[config.mk]
export PLATFORM = sky130hd
export DESIGN_NAME = seg7_scan_decoder
export DESIGN_NICKNAME = d
export VERILOG_FILES = /design/src/rtl/seg7_scan_decoder.sv
export SDC_FILE = /design/constraint.sdc
export NUM_CORES = 1
export LEC_CHECK = 0
export CELL_PAD_IN_SITES_DETAIL_PLACEMENT = 0
export CELL_PAD_IN_SITES_GLOBAL_PLACEMENT = 2
export CORE_MARGIN = 1.5
export CORE_UTILIZATION = 39
export DETAILED_ROUTE_END_ITERATION = 6
export GPL_TIMING_DRIVEN = 0
export PLACE_DENSITY_LB_ADDON = 0.1
export SLEW_MARGIN = 20
export SYNTH_ARGS = -nofsm -noshare
export SYNTH_HDL_FRONTEND = slang
export SYNTH_SLANG_ARGS = --single-unit
[constraint.sdc]
create_clock -name clk -period 5.8 [get_ports clk]
set_input_delay 0.58 -clock clk [delete_from_list [all_inputs] [get_ports clk]]
set_output_delay 0.58 -clock clk [all_outputs]
set_load 0.01 [all_outputs]
[src/rtl/seg7_scan_decoder.sv]
// Snoops a multiplexed 4-digit active-low 7-segment bus and rebuilds the BCD frame it shows.
// Optional SEG7_CHANGE_ONLY_EN: suppress value_valid for clean frames that repeat the current value.
module seg7_scan_decoder #(
  parameter int SETTLE_CYCLES  = 16,
  parameter int TIMEOUT_CYCLES = 1048576
) (
  input  logic        clk,
  input  logic        rst_n,
  input  logic [3:0]  an,
  input  logic [0:6]  seg,
  output logic [15:0] value,
  output logic        value_valid,
  output logic        bad_seg,
  output logic        seq_err
);

  localparam int SCW = $clog2(SETTLE_CYCLES + 1);
  localparam int TCW = $clog2(TIMEOUT_CYCLES + 1);
  localparam logic [SCW-1:0] SETTLE_LAST  = SCW'(SETTLE_CYCLES - 1);
  localparam logic [SCW-1:0] SETTLE_SAT   = SCW'(SETTLE_CYCLES);
  localparam logic [TCW-1:0] TIMEOUT_LAST = TCW'(TIMEOUT_CYCLES - 1);

  typedef enum logic [1:0] {HUNT = 2'd0, COLLECT1 = 2'd1, COLLECT2 = 2'd2, COLLECT3 = 2'd3} state_e;

  // Returns {error, nibble}; undecodable patterns map to nibble F.
  function automatic logic [4:0] seg_decode(input logic [0:6] s);
    case (s)
      7'b0000001: return 5'h00;
      7'b1001111: return 5'h01;
      7'b0010010: return 5'h02;
      7'b0000110: return 5'h03;
      7'b1001100: return 5'h04;
      7'b0100100: return 5'h05;
      7'b0100000: return 5'h06;
      7'b0001111: return 5'h07;
      7'b0000000: return 5'h08;
      7'b0000100: return 5'h09;
      default:    return 5'h1F;
    endcase
  endfunction

  // Returns {valid, digit index}; only a single low anode is a valid strobe.
  function automatic logic [2:0] an_decode(input logic [3:0] a);
    case (a)
      4'b1110: return 3'b100;
      4'b1101: return 3'b101;
      4'b1011: return 3'b110;
      4'b0111: return 3'b111;
      default: return 3'b000;
    endcase
  endfunction

  logic [3:0]     an_p0_q, an_p1_q;
  logic [0:6]     seg_p0_q, seg_p1_q;
  logic [SCW-1:0] stab_q, stab_d;
  logic [TCW-1:0] to_q, to_d;
  state_e         state_q, state_d;
  logic [15:0]    buf_q, buf_d, value_q, value_d;
  logic           ferr_q, ferr_d, pend_q, pend_d;
  logic           valid_q, valid_d, bad_q, bad_d, seqerr_q, seqerr_d;

  logic           changed, fire, evt, dig_ok, nib_err;
  logic [1:0]     dig, exp_dig, exp_prev;
  logic [3:0]     nib;
  state_e         state_next;

  assign changed  = {an_p0_q, seg_p0_q} != {an_p1_q, seg_p1_q};
  assign fire     = (stab_q == SETTLE_LAST);
  assign {dig_ok, dig}  = an_decode(an_p1_q);
  assign {nib_err, nib} = seg_decode(seg_p1_q);
  assign evt      = fire && dig_ok;
  assign exp_dig  = state_q;
  assign exp_prev = exp_dig - 2'd1;

  always_comb begin
    state_next = HUNT;
    case (state_q)
      COLLECT1: state_next = COLLECT2;
      COLLECT2: state_next = COLLECT3;
      default:  state_next = HUNT;
    endcase
  end

  always_comb begin
    stab_d   = changed ? '0 : ((stab_q == SETTLE_SAT) ? stab_q : stab_q + SCW'(1));
    to_d     = (state_q == HUNT || evt) ? '0 : to_q + TCW'(1);
    state_d  = state_q;
    buf_d    = buf_q;
    ferr_d   = ferr_q;
    pend_d   = 1'b0;
    value_d  = value_q;
    valid_d  = 1'b0;
    bad_d    = 1'b0;
    seqerr_d = 1'b0;

    // Frame completion is reported one clock after the digit-3 sample.
    if (pend_q) begin
`ifdef SEG7_CHANGE_ONLY_EN
      if (ferr_q || buf_q != value_q) begin
        value_d = buf_q;
        valid_d = 1'b1;
        bad_d   = ferr_q;
      end
`else
      value_d = buf_q;
      valid_d = 1'b1;
      bad_d   = ferr_q;
`endif
    end

    if (state_q == HUNT) begin
      if (evt && dig == 2'd0) begin
        buf_d[3:0] = nib;
        ferr_d     = nib_err;
        state_d    = COLLECT1;
      end
    end else if (evt) begin
      if (dig == exp_dig) begin
        buf_d[{exp_dig, 2'b00} +: 4] = nib;
        ferr_d  = ferr_q | nib_err;
        state_d = state_next;
        pend_d  = (state_q == COLLECT3);
      end else if (dig == exp_prev) begin
        buf_d[{exp_prev, 2'b00} +: 4] = nib;
        ferr_d = ferr_q | nib_err;
      end else if (dig == 2'd0) begin
        seqerr_d   = 1'b1;
        buf_d[3:0] = nib;
        ferr_d     = nib_err;
        state_d    = COLLECT1;
      end else begin
        seqerr_d = 1'b1;
        state_d  = HUNT;
      end
    end else if (to_q == TIMEOUT_LAST) begin
      seqerr_d = 1'b1;
      state_d  = HUNT;
    end
  end

  always_ff @(posedge clk) begin
    if (!rst_n) begin
      an_p0_q  <= 4'b1111;
      an_p1_q  <= 4'b1111;
      seg_p0_q <= 7'b1111111;
      seg_p1_q <= 7'b1111111;
      stab_q   <= '0;
      to_q     <= '0;
      state_q  <= HUNT;
      buf_q    <= '0;
      ferr_q   <= 1'b0;
      pend_q   <= 1'b0;
      value_q  <= '0;
      valid_q  <= 1'b0;
      bad_q    <= 1'b0;
      seqerr_q <= 1'b0;
    end else begin
      an_p0_q  <= an;
      an_p1_q  <= an_p0_q;
      seg_p0_q <= seg;
      seg_p1_q <= seg_p0_q;
      stab_q   <= stab_d;
      to_q     <= to_d;
      state_q  <= state_d;
      buf_q    <= buf_d;
      ferr_q   <= ferr_d;
      pend_q   <= pend_d;
      value_q  <= value_d;
      valid_q  <= valid_d;
      bad_q    <= bad_d;
      seqerr_q <= seqerr_d;
    end
  end

  assign value       = value_q;
  assign value_valid = valid_q;
  assign bad_seg     = bad_q;
  assign seq_err     = seqerr_q;

endmodule
==> results of run 1 <==
[report_power, final]
group	leakage (nW)	internal [mW]	switching, mW
combinational	0.800	0.0300	0.0449
clock	0.0930	0.170	0.227
sequential	0.706	0.605	0.00796
total	1.60	0.805	0.280
[cell type report]
cell class | instances | area, um2
repair buffers | 30 | 300.3
fillers | 958 | 4916
well taps | 129 | 161.4
clock inverters | 6 | 43.79
flip-flops and latches | 87 | 1742
plain buffers | 16 | 66.31
multi-input cells | 303 | 1967
inverters | 10 | 37.54
clock buffers | 10 | 137.6
[flip-flops by register name, summed over array words and instances (netlist names), 2 cells and up]
name,cells
an_p0_q,4
an_p1_q,4
buf_q,16
exp_dig,2
seg_p0_q,7
seg_p1_q,7
stab_q,5
to_q,21
value,16
[worst paths after layout]
path,from,slack (ps),end,depth (start not counted)
setup / recovery,exp_dig[0],2830,buf_q[3],9
hold / removal,an_p0_q[2],460,an_p1_q[2],1
setup reg to reg,exp_dig[0],2830,buf_q[3],9
hold reg to reg,an_p0_q[2],460,an_p1_q[2],1
[through the flow]
step | instances | power [mW]
CTS | 591 | 1.100
detailed placement | 575 | 0.7032
finish | 591 | 1.085
global placement | 575 | 0.7026
floorplan | 416 | 0.6764
global route | 591 | 1.133
[metal layers]
layer | global-route usage [%] | vias to the layer above
li1 | - | 1536
met3 | 4.241 | 13
met2 | 26.51 | 41
met4 | 6.112 | 0
met5 | 0 | -
met1 | 22.35 | 1388
[cells by family (layout without fill, tap and decap cells)]
group,count (synthesis),after routing,synth area share (%)
and+or+nand+nor,188,188,24.98
adders and majority gates,9,9,2.954
buffers and inverters,26,72,2.724
xor gates and xnor gates,33,33,7.581
muxes,22,22,5.907
DFF,87,87,45.68
AOI/OAI and AO/OA,51,51,10.17
[synth_stat cells, drive strengths merged (2+ instances only)]
library cell and instances:
dfxtp 87, nor2 53, nand2 36, nand3 24, nand2b 23, xor2 22, mux2i 21, and3 12
a21oi 11, xnor2 11, clkbuf 9, ha 9, inv 9, buf 7, nor4 6, and2 5
nand4 5, and3b 4, nor2b 4, nor3 4, nor3b 4, o21ai 4, o22ai 4, a31o 3
a21o 2, a22o 2, a31oi 2, a41o 2, nand3b 2, o2111a 2, o211ai 2, o21a 2
or3 2
[critical path, cell delays in order (launching register included)]
cell and delay [ps]:
dfxtp_1 360, buf_2 210, inv_2 110, ha_1 310, buf_2 190, nor2_1 400, a311o_2 380, o21ai_1 130
a221oi_2 440, mux2_4 340
==> out/metrics.csv, run 1 <==
stage,metric,value,unit
cells_and_area,utilization,47.54,%
synth,ys_seq_area_share,45.68,%
die,core,9371,um2
power,p_leak,1.599,nW
synth,yosysTopAreaCell,dfxtp_1,
synth,ys_ff_latch,87,
clock_tree,clk_latency,360,ps
synth,syn_avg_cell_area,9.164,um2
routing,post-route-drc-count,0,
sta,finalCritPeriodShare,51.19,%
synth,netlist.area_leader.share,45.68,%
sta,fin_crit,2969,ps
placement,port_buffers,30,
clock_tree,clk_path_buf_depth,2,
sta,worstMarginPinSlew,704.2,ps
setup_path,worstPathArrival,3230,ps
synth,ys_warn_count,0,
synth,synthFlopType,dfxtp_1,
sta,holdWs,459.1,ps
synth,synth-edff-count,0,
clock_tree,htreeDepth,3,
synth,synth.area.top_cells,"dfxtp_1 (46%), mux2i_1 (5.5%), nor2_1 (5.2%), xor2_1 (5.1%), nand2b_1 (3.8%)",
clock_tree,cts_tree,yes,
clock_tree,clk_pin_slew_worst_paths,90,ps
synth,syn_area,3812,um2
routing,num_vias,2978,
cells_and_area,drive_gt1_share,6.277,%
routing,routed.top_layer,met4,
sta,clock.fmax,336.8,MHz
clock_tree,post_cts_buffers,0,
sta,fin_ws,2831,ps
clock_tree,cts_sinks,87,
sta,fin_setup_tns,0,ps
routing,totalWireLength,8.036,mm
clock_tree,post_cts_resized,0,
synth,yosysUniqueCellTypes,59,
clock_tree,cts_hold_buf,0,
global_route,grt-ovfl-total,0,
sta,setup_viol,0,
cells_and_area,mostFrequentLayoutCells,"dfxtp_1 (87), nor2_1 (53), nand2_1 (36)",
synth,async_flop_share,0,%
die,fp.dieH,101.9,um
setup_path,end_kind,register,
global_route,grt_max_degree,16,
die,fp-row-count,35,
sta,rsz0062_at_grt,no,
sta,slew_violations,0,
routing,detail_route.wirelength.met1,4.077,mm
power,vdd_drop_max,112.5,uV
cells_and_area,num_antenna_cells,0,
clock_tree,numCtsBuffers,9,
clock_tree,cts_root_buf,clkbuf_8,
routing,antenna_left,0,
sta,finalHoldViolCount,0,
placement,dp_hpwl,5.894,mm
routing,post_drt_wl_per_cell,13.60,um
power,power_density,243.5,nW/um2
sta,clock_skew,12.43,ps
routing,viasPerCell,5.039,
global_route,grt_usage,16.80,%
synth,synth_nets,438,
cells_and_area,final_net_count,479,
placement,dp_slack,2882,ps
synth,synthCells,416,
die,start_util,40.68,%
die,die_width,101.9,um
placement,globalplace.congestion,0.8146,
global_route,antenna_found_initial,0,
cells_and_area,area_delta_synth_final,16.87,%
die,die-area,10380,um2
routing,firstDrtPassIters,5,
routing,met2_length,3.616,mm
cells_and_area,finalInstanceArea,4456,um2
setup_path,cp.required,6060,ps
setup_path,critical_path_class,reg2reg,
flow_run,maxCapViolations,0,
setup_path,start_kind,register,
global_route,grt_pass1_wl,13.45,mm
global_route,grt_pass1_vias,2813,
outcome,status,"complete, no violations",
routing,wl_met3,234,um
die,io_pins,32,
cells_and_area,mostFrequentLayoutCell,dfxtp_1,
setup_path,path_max_fanout,10,
sta,max_slew_margin,52.62,%
min_path,min_path_type,reg2reg,
routing,drt_iter0_markers,135,
placement,place_area,4274,um2
(Power assumes the default switching activity.)
==> inputs of run 2 (changes only) <==
CORE_UTILIZATION = 32   (was 39)
clock period = 2.55 ns   (was 5.8 ns; I/O delays follow)
==> out/metrics.csv, run 2 (synthesis gave the netlist of run 1 again) <==
stage,metric,value,unit
cells_and_area,fillers,1180,
sta,clock_skew,7.112,ps
power,vdd_drop_max,267.9,uV
clock_tree,cts_tree,yes,
setup_path,critical_path_class,reg2reg,
placement,globalplace.congestion,0.7818,
sta,worstMarginPinSlew,673.8,ps
cells_and_area,utilization,40.84,%
die,fp.dieH,112.2,um
global_route,antenna_found_initial,0,
global_route,grt-ovfl-total,0,
cells_and_area,largest_reg_flops,21,
clock_tree,clk_pin_slew_worst_paths,60,ps
setup_path,crit_end,buf_q[3],
global_route,grt_max_degree,13,
power,power_density,591.1,nW/um2
sta,setup_viol,0,
placement,port_buffers,30,
global_route,grt_usage,14.72,%
cells_and_area,regArea,1747,um2
setup_path,reg2regPathDepth,9,
sta,fin_ws,94.71,ps
sta,fin_crit,2455,ps
cells_and_area,drive_gt1_share,9.013,%
power,power,2.780,mW
sta,clock.fmax,407.3,MHz
clock_tree,clk_path_buf_depth,2,
setup_path,path_max_fanout,9,
cells_and_area,regMostFlops,to_q,
routing,antenna_left,0,
setup_path,ff2ff_setup_slack,90,ps
setup_path,rr_startpoint,exp_dig[0],
routing,post_drt_wl_per_cell,14.14,um
setup_path,r2r_end,buf_q[3],
setup_path,start_kind,register,
placement,dp_slack,-431.2,ps
outcome,violations,design-rule violations,
clock_tree,htreeDepth,3,
cells_and_area,num_antenna_cells,0,
global_route,grt_pass1_wl,14.59,mm
die,die-area,12580,um2
clock_tree,clk_latency,340,ps
cells_and_area,final_net_count,486,
cells_and_area,mostFrequentLayoutCell,dfxtp_1,
die,fp-row-count,39,
sta,finalCritPeriodShare,96.29,%
cells_and_area,area_delta_synth_final,23.37,%
placement,dp_hpwl,6.102,mm
placement,dp_cells,589,
clock_tree,cts_sinks,87,
routing,num_vias,2974,
die,die_width,112.2,um
routing,viasPerCell,4.883,
setup_path,worstPathArrival,2680,ps
cells_and_area,fin_cells,609,
flow_run,maxCapViolations,0,
routing,drt_iter0_markers,155,
setup_path,cp.required,2780,ps
clock_tree,numCtsBuffers,9,
setup_path,crit_start,exp_dig[0],
sta,finalHoldViolCount,0,
power,p_leak,1.690,nW
die,start_util,33.11,%
clock_tree,cts_root_buf,clkbuf_16,
sta,max_slew_margin,54.66,%
routing,firstDrtPassIters,6,
outcome,status,"finished, violations left",
min_path,min_path_type,reg2reg,
die,core,11520,um2
cells_and_area,multiInputGateArea,2053,um2
routing,totalWireLength,8.609,mm
clock_tree,cts_hold_buf,0,
cells_and_area,mostFrequentLayoutCells,"dfxtp_1 (85), nor2_1 (52), nand2_1 (36)",
die,io_pins,32,
routing,post-route-drc-count,6,
setup_path,end_kind,register,
global_route,grt_pass1_vias,2900,
sta,slew_violations,0,
run 2: how the worst min path moves through the flow:
| stage | startpoint | to | cells after the start |
|---|---|---|---|
| CTS | an[0] | an_p0_q[0] | 2 |
| global route | seg[6] | seg_p0_q[6] | 2 |
| detailed placement | seg_p0_q[1] | seg_p1_q[1] | 1 |
| floorplan | an[0] | an_p0_q[0] | 1 |
| global placement | seg_p0_q[1] | seg_p1_q[1] | 1 |
| finish | seg_p0_q[1] | seg_p1_q[1] | 1 |
run 2: layout make-up:
class | instances | area share, %
multi-input cells | 303 | 43.66
flip-flops and latches | 87 | 37.14
repair buffers | 37 | 7.502
clock buffers | 11 | 5.161
well taps | 143 | 3.804
plain buffers | 16 | 1.676
inverters | 10 | 0.8513
clock inverters | 2 | 0.2128
run 2: what timing repair did:
| action | CTS | global route |
|---|---|---|
| endpoints found under the hold margin | 0 | 0 |
| pin swaps | 2 | 2 |
| setup buffers | 2 | 5 |
| gates cloned | 0 | 0 |
| resized for setup | 13 | 7 |
| setup endpoints to repair | 14 | 12 |
run 2: through the flow:
stage | setup TNS [ps] | hold slack (ps) | area (um2)
6_report | 0 | 452.3 | 4703
5_1_grt | -4.288 | 458.5 | 4703
4_1_cts | 0 | 451.1 | 4619
3_5_place_dp | -2464 | 440.9 | 4292
3_3_place_gp | -2390 | 437.3 | 4292
2_1_floorplan | 0 | 356.5 | 3812
run 2: power by group:
| part | total (mW) | leakage [nW] | internal [mW] | switching [mW] |
|---|---|---|---|---|
| clock | 1.18 | 0.127 | 0.667 | 0.511 |
| sequential | 1.40 | 0.707 | 1.38 | 0.0184 |
| combinational | 0.207 | 0.856 | 0.0892 | 0.117 |
| total | 2.78 | 1.69 | 2.13 | 0.646 |
run 2: worst max-delay path, cell delays in order, from the launching register on:
cell and delay (ps):
dfxtp_2 340, buf_6 140, inv_4 70, ha_4 270, buf_6 130, nor3b_2 50, o2111a_1 220, a311o_2 480
a221oi_4 320, mux2_4 320
run 2: layer usage:
layer / track usage [%] / vias to the layer above / routed length, um
li1: - / 1545 / -
met1: 19.58 / 1389 / 4432
met2: 22.78 / 31 / 3794
met3: 4.320 / 9 / 258
met4: 5.316 / 0 / 123
met5: 0 / - / 0
